## src/rtl/bcd_gray_arb.sv

```systemverilog
// bcd_gray_arb: round-robin front end for one shared combinational
// BCD-to-Gray converter. Two requesters hand over a digit on a valid/ready
// handshake. The winner's digit is range-checked and then driven onto the
// converter with enable held for SETTLE cycles. The sampled Gray code goes
// back out with the requester id and an error flag.
//
// Ports:
//   clk, rst                 rising-edge clock, async active-high reset
//   req{0,1}_valid/bcd/ready requester handshakes (ready is combinational, IDLE only)
//   conv_bcd, conv_en        drive to the shared converter (registered)
//   conv_gray                converter result
//   rsp_valid/ready          result handshake; rsp_gray/id/err held while pending
//   busy                     state != IDLE
//   conv_count               completed conversions, wraps
module bcd_gray_arb #(
    parameter int unsigned SETTLE = 1,
    parameter int unsigned CNT_W  = 8
) (
    input  logic             clk,
    input  logic             rst,
    input  logic             req0_valid,
    input  logic [3:0]       req0_bcd,
    output logic             req0_ready,
    input  logic             req1_valid,
    input  logic [3:0]       req1_bcd,
    output logic             req1_ready,
    output logic [3:0]       conv_bcd,
    output logic             conv_en,
    input  logic [3:0]       conv_gray,
    output logic             rsp_valid,
    input  logic             rsp_ready,
    output logic [3:0]       rsp_gray,
    output logic             rsp_id,
    output logic             rsp_err,
    output logic             busy,
    output logic [CNT_W-1:0] conv_count
);

    typedef enum logic [1:0] {IDLE, CONV, RESP} state_t;

    // Counter is loaded with SETTLE-1 so that reaching zero marks the
    // SETTLE-th enabled cycle, which is the cycle the result is sampled in.
    localparam logic [3:0] SETTLE_LAST = 4'(SETTLE - 1);

    state_t     state;
    logic       ptr;        // requester that wins a tie
    logic [3:0] settle_cnt;
    logic       grant_vld;
    logic       grant_id;
    logic [3:0] grant_bcd;

    // The priority requester wins if it is asking; otherwise the other one does.
    always_comb begin
        grant_vld = req0_valid | req1_valid;
        grant_id  = 1'b0;
        if (ptr == 1'b0) grant_id = req0_valid ? 1'b0 : 1'b1;
        else             grant_id = req1_valid ? 1'b1 : 1'b0;
        grant_bcd = grant_id ? req1_bcd : req0_bcd;
    end

    // Ready is held low while rst is high so that all outputs read 0 in reset.
    assign req0_ready = !rst && (state == IDLE) && grant_vld && !grant_id;
    assign req1_ready = !rst && (state == IDLE) && grant_vld &&  grant_id;

    always_ff @(posedge clk or posedge rst) begin
        if (rst) begin
            state      <= IDLE;
            ptr        <= 1'b0;
            settle_cnt <= '0;
            conv_bcd   <= '0;
            conv_en    <= 1'b0;
            rsp_valid  <= 1'b0;
            rsp_gray   <= '0;
            rsp_id     <= 1'b0;
            rsp_err    <= 1'b0;
            busy       <= 1'b0;
            conv_count <= '0;
        end else begin
            case (state)
                IDLE: begin
                    if (grant_vld) begin
                        ptr    <= ~ptr;
                        rsp_id <= grant_id;
                        busy   <= 1'b1;
                        if (grant_bcd > 4'd9) begin
                            // Not a BCD digit: report the error without
                            // touching the converter.
                            rsp_err   <= 1'b1;
                            rsp_gray  <= '0;
                            rsp_valid <= 1'b1;
                            state     <= RESP;
                        end else begin
                            conv_en    <= 1'b1;
                            conv_bcd   <= grant_bcd;
                            settle_cnt <= SETTLE_LAST;
                            state      <= CONV;
                        end
                    end
                end
                CONV: begin
                    if (settle_cnt == 4'd0) begin
                        conv_en    <= 1'b0;
                        conv_bcd   <= '0;
                        rsp_gray   <= conv_gray;
                        rsp_err    <= 1'b0;
                        rsp_valid  <= 1'b1;
                        conv_count <= conv_count + CNT_W'(1);
                        state      <= RESP;
                    end else begin
                        settle_cnt <= settle_cnt - 4'd1;
                    end
                end
                RESP: begin
                    if (rsp_ready) begin
                        rsp_valid <= 1'b0;
                        rsp_gray  <= '0;
                        rsp_id    <= 1'b0;
                        rsp_err   <= 1'b0;
                        busy      <= 1'b0;
                        state     <= IDLE;
                    end
                end
                default: state <= IDLE;
            endcase
        end
    end

endmodule

```

## config.mk

```make
export PLATFORM = sky130hd
export DESIGN_NAME = bcd_gray_arb
export DESIGN_NICKNAME = d
export VERILOG_FILES = /design/src/rtl/bcd_gray_arb.sv
export SDC_FILE = /design/constraint.sdc
export NUM_CORES = 1
export LEC_CHECK = 0
export CAP_MARGIN = 20
export CORE_ASPECT_RATIO = 0.7
export CORE_UTILIZATION = 51
export DETAILED_ROUTE_END_ITERATION = 16
export HOLD_SLACK_MARGIN = 0.12
export PLACE_DENSITY = 0.87
export SETUP_SLACK_MARGIN = 0.5
export SYNTH_ARGS = -nofsm -noshare
export SYNTH_HDL_FRONTEND = slang
export SYNTH_SLANG_ARGS = --single-unit
export TNS_END_PERCENT = 100
```

## constraint.sdc

```tcl
create_clock -name clk -period 2.9 [get_ports clk]
set_input_delay 0.725 -clock clk [delete_from_list [all_inputs] [get_ports clk]]
set_output_delay 0.725 -clock clk [all_outputs]
set_load 0.005 [all_outputs]
```

### Word-level counts from Yosys, hierarchy flattened

Index checks and enable logic that the tools add are counted.

* $add $sub $neg: 2
* magnitude comparators: 1
* equality and inequality tests: 8
* mux-type cells: 36
* bitwise operators: 2
* reduce and logical (&&, ||, !) cells: 18

Operators by type and width (count)
* 4-bit 2-to-1 mux: 11
* 4-bit case mux with 2 select lines: 2
* 1-bit 2-to-1 mux: 12
* 4-bit case mux with 3 select lines: 1
* 2-bit != test (second input constant): 5
* 8-bit by 1-bit adder with 8-bit output (second input constant): 1
* 2-bit 2-to-1 mux: 4
* 4-bit AND reduction: 2
* 1-bit case mux with 2 select lines: 3
* 1-bit case mux with 3 select lines: 2
* 2-bit case mux with 3 select lines: 1
* 3-bit AND reduction: 2
* 5-bit AND reduction: 1
* 4-bit greater-than comparator (second input constant): 1
* 1-bit logical AND: 4
* 4-bit logical NOT: 1
* 2-bit AND reduction: 2
* 2-bit nonzero test: 2
* 4-bit by 1-bit subtractor with 4-bit output (second input constant): 1
* 3-bit nonzero test: 1
* 2-bit by 1-bit == test with 1-bit output (second input constant): 1
* 2-bit == test (second input constant): 1
* 1-bit logical NOT: 2
* 2-bit logical NOT: 1
* 3 further kinds: 3

* bits in registers: 28
* bits of input ports: 17
* logic and storage cells: 78

### Depth between registers and ports, before layout

* word-level depth: 7
* mapped depth: 8

### Least setup slack after synthesis

No wires, ideal clock.

* path type: reg2out
* start: reg state[0]
* end: out req0_ready
* data arrival time: 1.440 ns
* data required time: 2.175 ns
* setup slack: 0.735 ns
* stages on the path, launching flop included: 6
* path buffers: 1
* path through: dfrtp_1 -> inv_1 -> ha_1 -> clkbuf_1 -> o21ai_0 -> a211oi_1

* cells in the longest elaborated chain, start to end: 4

RTL lines
* start: declaration: RTL line 45 `state_t state;`
* start signal: assignment: RTL line 67 `state <= IDLE;`
* start signal: assignment: RTL line 91 `state <= RESP;`
* start signal: assignment: RTL line 96 `state <= CONV;`
* 2-bit logical NOT: RTL line 62 `assign req0_ready = !rst && (state == IDLE) && grant_vld && !grant_id;`
* 1-bit logical AND (3 in a row): RTL line 62
* end: declaration: RTL line 23 `output logic req0_ready,`

No other way between the ends.

### Worst setup path in the final report

* start: in req0_valid
* end: out req1_ready

* cells in the longest elaborated chain, start to end: 3
* elaborated cells between the ends (all ways): 5

RTL lines
* start: declaration: RTL line 21 `input logic req0_valid,`
* 1-bit 2-to-1 mux / 1-bit bitwise OR (equally long branches): RTL line 56, 54
* 1-bit 2-to-1 mux / 1-bit logical AND (equally long branches): RTL line 56, 63
* 1-bit logical AND (*): RTL line 63 `assign req1_ready = !rst && (state == IDLE) && grant_vld && grant_id;`
* end: declaration: RTL line 26 `output logic req1_ready,`

Mark *: on every way between the ends. The rest lies on a longest branch, timed or not.

==> impl_metrics.ini <==
[synthesis]
synth_edf_count = 0
yosysUniqueCellTypes = 39
ys_ff_latch = 28
synth_compound_area_share_pct = 13.9
yosysSeqAreaShare_pct = 48.2
netlist_area_um2 = 1460
synth_ff_type = dfrtp_1
yosys_warnings = 0
syn_nets = 162
yosys-mux-area-fraction_pct = 7.65
synthArstFlopShare_pct = 100
synth_cells = 138
synthSimpleGateAreaFrac_pct = 14.8
synth_area_per_cell_um2 = 10.5
synth_top_family_by_area = simple AND/OR/NAND/NOR gates
synthAdderAreaFrac_pct = 6.02
synth_xor_area_share_pct = 4.82

[finish]
nNetsFinal = 210
final_layout_size_suffix_gt1_share_pct = 13.5
area_growth_pct = 38.5
antennaDiodeCount = 0
layout.cells.non_filler = 219

[routing]
drt_iter0_drc = 47
drt-total-wl_um = 3370
routed_via_density = 5.69
drc_errors = 0
top_layer_used = met4
routed-via-count = 1247
wl_per_cell_um = 15.4
wl_met1_um = 1520
met2_length_um = 1630
dr.pass1.iters = 4
met3_length_um = 192
antenna_left = 0

[worst_setup_path]
critical_path_required_ps = 2170
r2r_slack_ps = 730
crit_type = in -> out
r2r_cells = 7
cp-start-kind = primary input
worstPathArrival_ps = 1610
end_kind = primary output
regToRegEndpoint = rsp_gray[3]$_DFFE_PP0P_
timing.rr.start = settle_cnt[0]$_DFFE_PP0P_
crit_path_max_fanout = 3

[worst_hold_path]
whs_endpoint = conv_bcd[3]$_DFFE_PP0P_
holdCritPathClass = reg -> reg
hold_path_depth = 1
holdCritStartpoint = conv_bcd[3]$_DFFE_PP0P_

[sta]
fin_worst_skew_ps = 4.52
hold_viol_final = 0
slew_headroom_pct = 66.2
maxSlewViolCount = 0
worstMarginPinSlew_ps = 506
fmax_mhz = 429
period_share_pct = 80.5
min_period_ps = 2330
final-setup-viol-count = 0
rsz0062_at_grt = yes
fin_tns_setup_ps = 0

[placed_design]
post-dp-hpwl_um = 2490
dp_cells = 213
place_congestion = 0.761
portBuffers = 39

[power]
leakagePower_nw = 0.936
peakVddDrop_mv = 0.716
p_per_area_nw_per_um2 = 992

[cts]
root_buffer = clkbuf_8
cts_tree = built
path_clk_slew_ps = 90
cts_buffer_depth = 2
cts_inserted_buffers = 3
cts.sinks = 28
htreeDepth = 1
clock_latency_ps = 270
holdBufCountCts = 0

[die]
core_um2 = 2570
die-area_um2 = 3070
start_util_pct = 56.6
die_h_um = 46.7
die_w_um = 65.8
io_pins = 40
std_cell_rows = 15

[global_route]
grt_overflow = 0
grt_max_degree = 29
grt_pass1_vias = 1184
grt_pass1_wl_um = 5530
grt.total_usage_pct = 25.3
antenna_found_initial = 0

[run]
maxCapViolCount = 0

[status]
outcome = finished, final reports clean
[cell usage after synthesis (all sizes together) (2+ instances only)]
master    n  area share [%]
o2bb2ai   4             2.4
o31ai     2             1.0
mux2i    10             6.9
xnor2     6             3.6
nand4     2            0.86
nand3     2            0.69
a22o      2             1.2
nand2    16             4.1
o21ai     6             2.1
a21oi     2            0.69
a211o     3             1.9
ha        7             6.0
dfrtp    28              48
nor3      3             1.0
a21o      2             1.0
xor2      2             1.2
nor2      7             2.0
nand2b    2            0.86
and3      2            0.86
clkbuf    2            0.52
inv      13             3.4
[cell families (layout without fill, tap and decap cells)]
logic type / after synthesis / after routing
buffers and inverters: 16 / 63
adders and majority gates: 7 / 7
DFF: 28 / 28
and+or+nand+nor: 42 / 42
muxes: 11 / 11
xor gates and xnor gates: 8 / 8
AOI/OAI and AO/OA: 26 / 26
[report_power, final]
part,total [mW],switching (mW),internal (mW)
Sequential,0.661,0.121,0.541
Clock,0.304,0.119,0.185
Combinational,1.03,0.482,0.552
[critical path, cell delays in order]
cell             delay, ps
dlygate4sd2_1          270
nand2b_1               170
nand2_2                 90
nor3_2                 140
clkdlybuf4s15_2        220
[cells in the final DEF, fill, tap and decap left out, drive strengths merged, types with 2 or more instances in the layout]
cell type and instances:
xnor2 6, o2bb2ai 4, mux2i 10, xor2 2, nor2 7, a211o 3
buf 7, a21oi 2, nor3 3, a21o 2, a22o 2, o21ai 6
clkbuf 3, and3 2, nand3 2, nand4 2, clkdlybuf4s50 35, dfrtp 28
clkdlybuf4s15 2, nand2b 2, inv 13, ha 7, o31ai 2, nand2 16
dlygate4sd2 2
[worst max-delay path by stage]
stage | from | to | slack (ps) | cells after the start
after floorplan | state[0]$_DFFE_PP0P_ | req0_ready | 730 | 5
after global placement | req1_valid | req1_ready | 40 | 5
after detailed placement | req1_valid | req1_ready | -10 | 5
after CTS | req0_valid | req1_ready | 540 | 5
after global routing | req0_valid | req1_ready | 490 | 5
final | req0_valid | req1_ready | 570 | 5
[state kept, by name (all words and copies together) (netlist names)]
register    flops
conv_count      8
conv_bcd        4
rsp_gray        4
settle_cnt      4
state           2
busy            1
conv_en         1
ptr             1
rsp_err         1
rsp_id          1
rsp_valid       1
[cell type report]
| cell class | instances | area, um^2 |
|---|---|---|
| clock inverters | 1 | 30.0 |
| well taps | 34 | 42.5 |
| inverters | 13 | 48.8 |
| fillers | 148 | 556 |
| repair buffers | 46 | 443 |
| multi-input cells | 94 | 709 |
| clock buffers | 3 | 41.3 |
| flip-flops and latches | 28 | 701 |
[what timing repair did]
action | CTS | global route
gates resized for setup | 11 | 3
setup buffers | 2 | 0
pin swaps | 1 | 1
endpoints found under the setup margin | 2 | 1
[layer usage]
layer | vias up | global-route usage (%)
met5 | - | 0
met4 | 0 | 6.52
met3 | 2 | 5.45
met2 | 40 | 42.2
met1 | 622 | 33.7
li1 | 583 | -
[stage by stage]
step	setup WS [ps]	power (mW)	cell area, um^2	utilization (%)	hold slack (ps)
floorplan	735	1.25	1460	-	460
global placement	39.5	1.60	1910	74.2	459
detailed placement	-14.8	1.66	1910	74.2	477
CTS	543	1.99	2010	78.0	507
global route	493	2.15	2020	78.4	530
finish	566	2.00	2020	78.4	504
Power figures use the tool's default switching activity.
